--- config.mk ---
export PLATFORM = sky130hd
export DESIGN_NAME = arb_requester
export DESIGN_NICKNAME = d
export VERILOG_FILES = /design/src/rtl/arb_requester.sv
export SDC_FILE = /design/constraint.sdc
export NUM_CORES = 1
export LEC_CHECK = 0
export BUFFER_PORTS_ARGS = -buffer_cell sky130_fd_sc_hd__buf_4
export CELL_PAD_IN_SITES_DETAIL_PLACEMENT = 1
export CELL_PAD_IN_SITES_GLOBAL_PLACEMENT = 2
export CORE_MARGIN = 8
export CORE_UTILIZATION = 31
export CTS_CLUSTER_DIAMETER = 200
export DETAILED_ROUTE_END_ITERATION = 7
export PLACE_DENSITY = 0.75
export SYNTH_ARGS = -nofsm -noshare
export SYNTH_HDL_FRONTEND = slang
export SYNTH_SLANG_ARGS = --single-unit
--- constraint.sdc ---
create_clock -name clk -period 2.15 [get_ports clk]
set_input_delay 0.215 -clock clk [delete_from_list [all_inputs] [get_ports clk]]
set_output_delay 0.215 -clock clk [all_outputs]
set_load 0.005 [all_outputs]
--- src/rtl/arb_requester.sv ---
// arb_requester: four independent channels that queue jobs and drive a burst-per-job request/grant handshake
module arb_requester #(
    parameter int unsigned BURST_LEN = 4,
    parameter int unsigned PEND_W    = 3
) (
    input  logic clk,
    input  logic rst,
    input  logic push0,
    input  logic push1,
    input  logic push2,
    input  logic push3,
    input  logic gnt0,
    input  logic gnt1,
    input  logic gnt2,
    input  logic gnt3,
    output logic req0,
    output logic req1,
    output logic req2,
    output logic req3,
    output logic done0,
    output logic done1,
    output logic done2,
    output logic done3,
    output logic busy0,
    output logic busy1,
    output logic busy2,
    output logic busy3,
    output logic ovf0,
    output logic ovf1,
    output logic ovf2,
    output logic ovf3,
    output logic perr0,
    output logic perr1,
    output logic perr2,
    output logic perr3
);
    typedef enum logic [1:0] {IDLE, REQ, XFER, REL} state_t;
    state_t            st_q   [4];
    state_t            st_d   [4];
    logic [PEND_W-1:0] pend_q [4];
    logic [PEND_W-1:0] pend_d [4];
    logic [3:0]        beat_q [4];
    logic [3:0]        beat_d [4];
    logic [3:0]        done_q, done_d, ovf_q, ovf_d, perr_q, perr_d;
    logic [3:0]        push, gnt, req, busy, hit, cmpl;
    assign push = {push3, push2, push1, push0};
    assign gnt  = {gnt3, gnt2, gnt1, gnt0};
    assign {req3, req2, req1, req0}     = req;
    assign {busy3, busy2, busy1, busy0} = busy;
    assign {done3, done2, done1, done0} = done_q;
    assign {ovf3, ovf2, ovf1, ovf0}     = ovf_q;
    assign {perr3, perr2, perr1, perr0} = perr_q;
    always_comb begin
        req    = '0;
        busy   = '0;
        hit    = '0;
        cmpl   = '0;
        done_d = '0;
        ovf_d  = ovf_q;
        perr_d = perr_q;
        st_d   = st_q;
        pend_d = pend_q;
        beat_d = beat_q;
        for (int i = 0; i < 4; i++) begin
            req[i]    = st_q[i] == REQ || st_q[i] == XFER;
            busy[i]   = pend_q[i] != '0 || st_q[i] != IDLE;
            hit[i]    = req[i] && gnt[i];
            // beat_q is 0 in REQ, so a single-beat burst completes on its first beat
            cmpl[i]   = hit[i] && beat_q[i] == 4'(BURST_LEN - 1);
            beat_d[i] = hit[i] ? (cmpl[i] ? 4'd0 : beat_q[i] + 4'd1) : beat_q[i];
            st_d[i]   = !req[i] ? (pend_q[i] != '0 ? REQ : IDLE) : cmpl[i] ? REL : hit[i] ? XFER : st_q[i];
            pend_d[i] = push[i] && !cmpl[i] && pend_q[i] != '1 ? pend_q[i] + PEND_W'(1)
                      : !push[i] && cmpl[i] ? pend_q[i] - PEND_W'(1) : pend_q[i];
            ovf_d[i]  = ovf_q[i] || (push[i] && !cmpl[i] && pend_q[i] == '1);
            perr_d[i] = perr_q[i] || (gnt[i] && !req[i]);
            done_d[i] = cmpl[i];
        end
    end
    always_ff @(posedge clk) begin
        if (rst) begin
            st_q   <= '{default: IDLE};
            pend_q <= '{default: '0};
            beat_q <= '{default: '0};
            done_q <= '0;
            ovf_q  <= '0;
            perr_q <= '0;
        end else begin
            st_q   <= st_d;
            pend_q <= pend_d;
            beat_q <= beat_d;
            done_q <= done_d;
            ovf_q  <= ovf_d;
            perr_q <= perr_d;
        end
    end
endmodule

# [Word level (Yosys, flattened, before mapping)]
# Cells that the tools add are included.
[word_totals] memories=0 rom_bits=0 elab_cells=147 latchBits=0 ram_bits=0 inputBits=10 register_bits=48 output_inout_bits=20
[classes] n_shift=0 n_lt_le_gt_ge=0 mux=28 n_addsub=12 n_reduce_logical=68 mul=0 div=0 bitwise=0 eq_ne=24
[op_table] operator="$logic_and A1 B1 Y1" n=28
[op_table] operator="$mux W2" n=12
[op_table] operator="$mux W3" n=8
[op_table] operator="$add A4 B1 Y4 const B" n=4
[op_table] operator="$eq A4 B2 Y1 const B" n=4
[op_table] operator="$logic_or A1 B1 Y1" n=16
[op_table] operator="$mux W4" n=4
[op_table] operator="$reduce_bool A2 Y1" n=8
[op_table] operator="$add A3 B1 Y3 const B" n=4
[op_table] operator="$eq A3 B3 Y1 const B" n=4
[op_table] operator="$logic_not A1 Y1" n=12
[op_table] operator="$ne A3 B1 Y1 const B" n=4
[op_table] operator="$ne A3 B3 Y1 const B" n=4
[op_table] operator="$reduce_bool A3 Y1" n=4
[op_table] operator="$sub A3 B1 Y3 const B" n=4
[op_table] operator="$eq A2 B1 Y1 const B" n=4
[op_table] operator="$eq A2 B2 Y1 const B" n=4
[op_table] operator="$mux W1" n=4

# [Longest topological paths before layout]
# Gate-level depths: netlist of the first run.
[depth] ltp_word=8 depth_mapped=10 ltp_nobuf=9

# [Least setup slack after synthesis of the first run]
# Ideal clock, no wire load.
[synth_timing] path_type="register -> register" start="register st_q[2] in the netlist's numbering" end="register pend_q[5] in the netlist's numbering" path_stages_with_launch=11 n_path_buf=1 synth_period_minus_slack_ps=2305 path_slack_ps=-155 required_ps=2029 setup_ps=121 arrival_ps=2184 cell_sequence="dfxtp_1 -> inv_1 -> ha_1 -> and2_2 -> buf_6 -> nand3_4 -> nand3_1 -> fa_1 -> and3_1 -> mux2i_1 -> mux2_2"
[synth_via] elab_chain_cells=8 word_cells_on_any_way=11 classes_between="2 x eq/ne; 1 x mux; 8 x reduce/logical"
[synth_rtl] element="start: declaration" line_no="38" source="state_t st_q [4];"
[synth_rtl] element="start signal: assignment" line_no="88" source="st_q <= st_d;"
[synth_rtl] element="$eq A2 B1 Y1 or $eq A2 B2 Y1 (tied branches)" line_no="65" source="req[i] = st_q[i] == REQ || st_q[i] == XFER;"
[synth_rtl] element="$logic_or A1 B1 Y1 (*)" line_no="65"
[synth_rtl] element="named net req2" line_no="18" source="output logic req2,"
[synth_rtl] element="$logic_and A1 B1 Y1 (*)" line_no="67" source="hit[i] = req[i] && gnt[i];"
[synth_rtl] element="$logic_and A1 B1 Y1 (*)" line_no="69" source="cmpl[i] = hit[i] && beat_q[i] == 4'(BURST_LEN - 1);"
[synth_rtl] element="$logic_not A1 Y1" line_no="72" source="pend_d[i] = push[i] && !cmpl[i] && pend_q[i] != '1 ? pend_q[i] + PEND_W'(1)"
[synth_rtl] element="$logic_and A1 B1 Y1 (2 in a row)" line_no="72"
[synth_rtl] element="$mux W3 or $reduce_bool A2 Y1 (tied branches)"
[synth_rtl] element="end signal: assignment" line_no="89" source="pend_q <= pend_d;"
[synth_rtl] element="end: declaration" line_no="40" source="logic [PEND_W-1:0] pend_q [4];"
# Mark *: on every way through the listed nets, which the timed path passes. The rest lies on a longest branch.
# A chain may end at the register's enable or synchronous reset.

# [Final worst setup path of the first run]
[layout_timing] start="register st_q[4] in the netlist's numbering" end="register pend_q[8] in the netlist's numbering"
[layout_via] elab_chain_cells=8 word_cells_on_any_way=11 classes_between="2 x eq/ne; 1 x mux; 8 x reduce/logical"
[layout_rtl] element="$eq A2 B1 Y1 or $eq A2 B2 Y1 (tied branches)" line_no="65"
[layout_rtl] element="$logic_or A1 B1 Y1 (*)" line_no="65"
[layout_rtl] element="$logic_and A1 B1 Y1 (*)" line_no="67"
[layout_rtl] element="$logic_and A1 B1 Y1 (*)" line_no="69"
[layout_rtl] element="$logic_not A1 Y1" line_no="72"
[layout_rtl] element="$logic_and A1 B1 Y1 (2 in a row)" line_no="72"
[layout_rtl] element="$mux W3 or $reduce_bool A2 Y1 (tied branches)"
# Mark *: on every way between the ends. The rest lies on a longest branch, timed or not.

==> results of run 1 <==
layout make-up:
cell class | count | area [um^2]
multi-input cells | 195 | 1292
fillers | 893 | 4322
well taps | 99 | 123.9
flip-flops and latches | 48 | 964.7
inverters | 18 | 67.56
clock inverters | 2 | 38.79
repair buffers | 43 | 322.8
clock buffers | 6 | 82.58
state kept, by name, summed over array words and instances, names as in the netlist:
name	flops
ovf_q	4
st_q	8
perr_q	4
pend_q	12
done_q	4
beat_q	16
where the power goes:
part / switching (mW) / total [mW] / internal [mW]
Sequential: 0.0591 / 1.02 / 0.958
Clock: 0.312 / 0.692 / 0.381
Combinational: 0.226 / 0.485 / 0.259
repair_timing:
item	in CTS	in global routing
gates resized for setup	2	9
pin swaps	1	4
setup buffers	1	0
endpoints found under the setup margin	1	3
hold buffers	0	0
gates cloned	0	0
critical path, delay by kind of cell, from the launching register on:
kind | cells | cell delay [ps]
buffers and inverters | 1 | 60
AOI/OAI and AO/OA | 2 | 250
DFF | 1 | 340
muxes | 1 | 310
and+or+nand+nor | 2 | 320
adders and majority gates | 2 | 660
path summary, 6_finish.rpt:
path / from / endpoint / slack (ps) / depth (start not counted)
worst max-delay path: st_q[4]$_SDFFE_PP0P_ / pend_q[8]$_SDFFE_PP0P_ / 110 / 8
worst min-delay path: push1 / ovf_q[1]$_SDFF_PP0_ / 190 / 3
worst max register to register: st_q[4]$_SDFFE_PP0P_ / pend_q[8]$_SDFFE_PP0P_ / 110 / 8
worst min register to register: perr_q[0]$_SDFF_PP0_ / perr_q[0]$_SDFF_PP0_ / 480 / 2
cell usage in the layout, fill, tap and decap left out, types with 8 or more instances in the layout:
| cell | count |
|---|---|
| dfxtp_1 | 45 |
| buf_4 | 43 |
| nor2_1 | 41 |
| nand2_1 | 25 |
| a21oi_1 | 20 |
| inv_1 | 18 |
| nor3_1 | 12 |
| nand3_1 | 11 |
| nand2b_1 | 8 |
| nor2b_1 | 8 |
stage by stage:
stage / cell area, um^2 / TNS (ps) / hold slack, ps / power, mW / setup WS [ps]
floorplan: 2323 / -23.17 / 358.6 / 1.325 / -23.17
global placement: 2729 / 0 / 446.5 / 1.505 / 54.36
detailed placement: 2729 / -44.81 / 459.5 / 1.521 / -44.81
CTS: 2867 / 0 / 170.9 / 2.242 / 11.60
global route: 2893 / 0 / 202.7 / 2.346 / 0.5420
finish: 2893 / 0 / 187.4 / 2.194 / 109.3
per-layer routing:
layer	part of all wire (%)	GRT usage, %	vias up
met1	46	11.63	919
met2	49	18.39	18
met3	3.6	2.793	6
met4	1.4	3.950	0
met5	0	0	-
li1	-	-	992
cells by family after synthesis:
group	count (synthesis)	share of synthesized area, %
AO/OA/AOI/OAI	38	10.35
XOR/XNOR	4	1.526
buffers and inverters	25	4.414
adder cells (fa/ha/maj)	12	7.848
AND/OR/NAND/NOR	127	27.09
multiplexers	14	6.921
flip-flops	48	41.85
==> impl_metrics.json, run 1 <==
{
  "crit_type": "reg2reg",
  "synth_warnings": 0,
  "synthesis.nets": 290,
  "post-route-min-period_ps": 2041,
  "via_count": 1935,
  "worst_pin_slew_ps": 582.2,
  "synth-seq-area-share_pct": 41.85,
  "skew_ps": 4.166,
  "async_flop_share_pct": 0,
  "yosysTopAreaCellShare_pct": 41.85,
  "grt_use_total_pct": 10.42,
  "wl_per_cell_um": 11.99,
  "clk_pin_slew_ps": 90,
  "rsz0062_at_grt": "false",
  "yosys_register_bits": 48,
  "coreArea_um2": 7214,
  "report.final.slew_viol_count": 0,
  "critPathMaxFanout": 2,
  "syn2layout_area_growth_pct": 25.99,
  "antenna_found_initial": 0,
  "fmax_mhz": 490.0,
  "hold_viol": 0,
  "synthFlopType": "dfxtp_1",
  "cp-end-kind": "flip-flop",
  "overflow": 0,
  "port_buffers": 29,
  "layout.nets": 333,
  "utilization_pct": 40.10,
  "tritoncts.num_buffers": 5,
  "drv_cap": 0,
  "crit_chain": "inv_1 > ha_4 > nand4b_1 > o211ai_1 > fa_2 > or2_4 > o22ai_2 > mux2_4",
  "crit_path_start_kind": "flip-flop",
  "power.density_nw_per_um2": 758.3,
  "clk_latency_ps": 300,
  "ys_types": 37,
  "place_inst": 402,
  "cp.arrival_ps": 2240,
  "ant_nets": 0,
  "drcViolationCount": 0,
  "grt_pass1_wl_um": 8838,
  "yosysTopAreaCell": "dfxtp_1",
  "die_area_um2": 10420,
  "dp_hpwl_um": 3604,
  "setup_viol": 0,
  "grt_pass1_vias": 2071,
  "drt_iter0_drc": 40,
  "cts_buffer_depth": 2,
  "p_leak_nw": 1.219,
  "cp_slowest_cell": "fa_2",
  "worstHoldPathType": "in2reg",
  "final_cell_count_no_fill": 411,
  "synth_area_leaders": "dfxtp_1 (42%), nor2_1 (6.7%), a21oi_1 (4.4%)",
  "grt_max_degree": 61,
  "crit_required_ps": 2350,
  "first_pass_iters": 4,
  "cts_tree": "yes",
  "vdd_drop_max_mv": 0.3024,
  "cts_sinks": 48,
  "viasPerCell": 4.708,
  "postSynthAreaPerCell_um2": 8.567,
  "antenna_cells": 0,
  "critical_path.max_stage_delay_ps": 420,
  "yosys-top-cells-count": "dfxtp_1 (48), nor2_1 (41), nand2_1 (25), a21oi_1 (20), inv_1 (18)",
  "h-tree-depth": 2,
  "synth_edf_count": 0,
  "clock-root-buffer": "clkbuf_8",
  "synthCells": 268,
  "period_share_pct": 94.92,
  "chipHeight_um": 102.1,
  "die_x_um": 102.1,
  "synth_area_um2": 2296,
  "gp_congestion": 0.7295,
  "yosysMostFrequentCell": "dfxtp_1",
  "rows": 31,
  "routed_wl_um": 4927,
  "drive_gt1_share_pct": 25.00,
  "relSlewSlack_pct": 61.19,
  "outcome": "complete, no violations",
  "io_pins": 30,
  "floorplan.initialDensity_pct": 31.82
}
Note: power is estimated with default switching activity, not from simulation.
==> inputs of run 2 (changes only) <==
--- a/config.mk
+++ b/config.mk
@@ -5,14 +5,15 @@
 export SDC_FILE = /design/constraint.sdc
 export NUM_CORES = 1
 export LEC_CHECK = 0
+export ABC_AREA = 1
 export BUFFER_PORTS_ARGS = -buffer_cell sky130_fd_sc_hd__buf_4
 export CELL_PAD_IN_SITES_DETAIL_PLACEMENT = 1
 export CELL_PAD_IN_SITES_GLOBAL_PLACEMENT = 2
-export CORE_MARGIN = 8
+export CORE_MARGIN = 4
 export CORE_UTILIZATION = 31
 export CTS_CLUSTER_DIAMETER = 200
 export DETAILED_ROUTE_END_ITERATION = 7
-export PLACE_DENSITY = 0.75
+export PLACE_DENSITY = 0.76
 export SYNTH_ARGS = -nofsm -noshare
 export SYNTH_HDL_FRONTEND = slang
 export SYNTH_SLANG_ARGS = --single-unit
==> run 2 against run 1 <==
Combinational power fell by 11%. Non-clock buffer count fell by 6. Core utilization fell by 0.77 points. Worst setup slack improved by 35 ps. Design area fell by 0.35%. Power fell by 4.3%. Critical path type unchanged. Largest power group unchanged.
==> impl_metrics.json, run 2 <==
{
  "outcome": "complete, no violations",
  "synth_xor_area_share_pct": 1.475,
  "clk_pin_slew_ps": 90,
  "p_leak_nw": 1.271,
  "port_buffers": 29,
  "yosysTopAreaCellShare_pct": 40.46,
  "dp_hpwl_um": 3991,
  "floorplan.initialDensity_pct": 32.39,
  "async_flop_share_pct": 0,
  "io_pins": 30,
  "cp.arrival_ps": 2210,
  "clk_latency_ps": 300,
  "synth_warnings": 0,
  "drcViolationCount": 0,
  "via_count": 2056,
  "place_inst": 419,
  "vdd_drop_max_mv": 0.2304,
  "yosysMostFrequentCell": "inv_1",
  "synth_simple_gate_area_share_pct": 30.45,
  "worst_pin_slew_ps": 425.7,
  "synthCells": 292,
  "power.density_nw_per_um2": 728.6,
  "final_cell_mix": "inv_1 (50), dfxtp_1 (48), nor2_1 (42)",
  "grt_use_total_pct": 13.20,
  "worstHoldPathType": "in2reg",
  "p_total_mw": 2.100,
  "crit_chain": "inv_1 > ha_1 > nand2_2 > nor2_4 > nand2_4 > nand3_4 > fa_2 > inv_1 > nand4_1 > a21oi_1 > nor2_1",
  "critPathMostFrequentCell": "inv_1",
  "path_buf_inv": 2,
  "synth_top_family_by_area": "simple AND/OR/NAND/NOR gates",
  "synth-seq-area-share_pct": 40.46,
  "crit_type": "reg2reg",
  "first_pass_iters": 4,
  "final_cell_count_no_fill": 432,
  "rows": 31,
  "grt_max_degree": 20,
  "synth_compound_area_share_pct": 11.17,
  "crit_family": "adder cells",
  "muxShareOfSynthArea_pct": 0,
  "cts_tree": "yes",
  "synth_edf_count": 0,
  "cp_slowest_cell": "fa_2",
  "overflow": 0,
  "synthAdderAreaFrac_pct": 7.587,
  "die_area_um2": 9125,
  "syn2layout_area_growth_pct": 21.39,
  "ant_nets": 0,
  "layout_commonest_cell": "inv_1",
  "tritoncts.num_buffers": 5,
  "top_register": "beat_q",
  "grt_pass1_wl_um": 9618,
  "crit_path_start_kind": "flip-flop",
  "synth_area_leaders": "dfxtp_1 (40%), inv_1 (7.9%), nor2_1 (6.6%)",
  "hold_ws_ps": 180.5,
  "hold_depth": 3,
  "synthesis.nets": 314,
  "grt_pass1_vias": 2060,
  "setup_viol": 0,
  "report.final.slew_viol_count": 0,
  "yosys-top-cells-count": "inv_1 (50), dfxtp_1 (48), nor2_1 (42), nand2_1 (21), a21oi_1 (20)",
  "period_share_pct": 93.31,
  "cts_sinks": 48,
  "fmax_mhz": 498.5,
  "synthFlopType": "dfxtp_1",
  "critPathMaxFanout": 7,
  "cts_hold_buf": 0,
  "yosys_register_bits": 48,
  "hold_viol": 0,
  "yosysTopAreaCell": "dfxtp_1",
  "relSlewSlack_pct": 71.45,
  "fin_tns_setup_ps": 0,
  "crit_required_ps": 2350,
  "critical_path.max_stage_delay_ps": 360,
  "rr_worst_depth": 11,
  "cp-end-kind": "flip-flop",
  "layout.nets": 354,
  "skew_ps": 4.715,
  "clock-root-buffer": "clkbuf_8",
  "drive_gt1_share_pct": 20.72,
  "h-tree-depth": 2,
  "chipHeight_um": 95.53,
  "coreArea_um2": 7331,
  "antenna_found_initial": 0,
  "cts_buffer_depth": 2,
  "gp_congestion": 0.7604,
  "reg.largest.list": "beat_q (16), pend_q (12), st_q (8)",
  "die_x_um": 95.53,
  "cp.depth": 11,
  "nFillCells": 891,
  "antenna_cells": 0,
  "postSynthAreaPerCell_um2": 8.133,
  "drt_iter0_drc": 20,
  "viasPerCell": 4.759,
  "post-route-min-period_ps": 2006,
  "rsz0062_at_grt": "false",
  "drv_cap": 0,
  "largest_reg_flops": 16,
  "routed_wl_um": 5352,
  "ys_types": 27,
  "synth_area_um2": 2375,
  "wl_per_cell_um": 12.39
}
-- run 2: cell types whose count changed after synthesis, moves of 5 or more --
cell	change
nor2b_1	-8
nand2b_1	-8
nand4_1	+14
inv_1	+32
nand3_1	+5
mux2_2	-7
clkbuf_1	-5
o21ai_0	+8
mux2i_1	-5
nor3_1	-6
-- run 2: worst paths after layout --
check / from / end / slack [ps]
worst min register to register: ovf_q[2]$_SDFF_PP0_ / ovf_q[2]$_SDFF_PP0_ / 470
worst max register to register: st_q[0]$_SDFFE_PP0P_ / pend_q[2]$_SDFFE_PP0P_ / 140
worst max-delay path: st_q[0]$_SDFFE_PP0P_ / pend_q[2]$_SDFFE_PP0P_ / 140
worst min-delay path: gnt3 / perr_q[3]$_SDFF_PP0_ / 180
-- run 2: kinds of logic after synthesis --
family,after synthesis
XOR/XNOR,4
adder cells (fa/ha/maj),12
flip-flops,48
buffers and inverters,55
AND/OR/NAND/NOR,127
AO/OA/AOI/OAI,46
-- run 2: area by class of cell --
cell class | count | area [um^2] | share of cell area, %
multi-input cells | 189 | 1217 | 42.23
flip-flops and latches | 48 | 960.9 | 33.33
repair buffers | 37 | 277.8 | 9.635
inverters | 51 | 191.4 | 6.641
well taps | 99 | 123.9 | 4.297
clock buffers | 5 | 68.82 | 2.387
clock inverters | 3 | 42.54 | 1.476
-- run 2: routing by layer --
layer	track usage, %	vias to the layer above	part of all wire [%]
met1	17.23	980	47
met4	3.910	0	0.97
met5	0	-	0
met2	21.60	25	48
li1	-	1047	-
met3	3.078	4	3.9
-- run 2: worst min-delay path: cells and delay by family --
family | cells | cell delay, ps
AND/OR/NAND/NOR | 1 | 70
AO/OA/AOI/OAI | 1 | 60
buffers and inverters | 1 | 100
-- run 2: power by group --
group          leakage [nW]  switching, mW  internal [mW]
Combinational         0.824          0.236          0.196
Clock                0.0541          0.319          0.345
Sequential            0.393         0.0477          0.957
Total                  1.27          0.603           1.50
-- run 2: metrics by stage --
stage               area (um^2)  setup slack, ps  util (%)
floorplan                  2375            281.9         -
global placement           2720            95.04     37.11
detailed placement         2720            58.77     37.11
CTS                        2831            42.28     38.62
global route               2883            11.84     39.32
finish                     2883            143.9     39.32
-- run 2: repair_timing --
item / in CTS / in global routing
gates resized for setup: 0 / 4
setup buffers: 0 / 5
endpoints found under the setup margin: 0 / 4
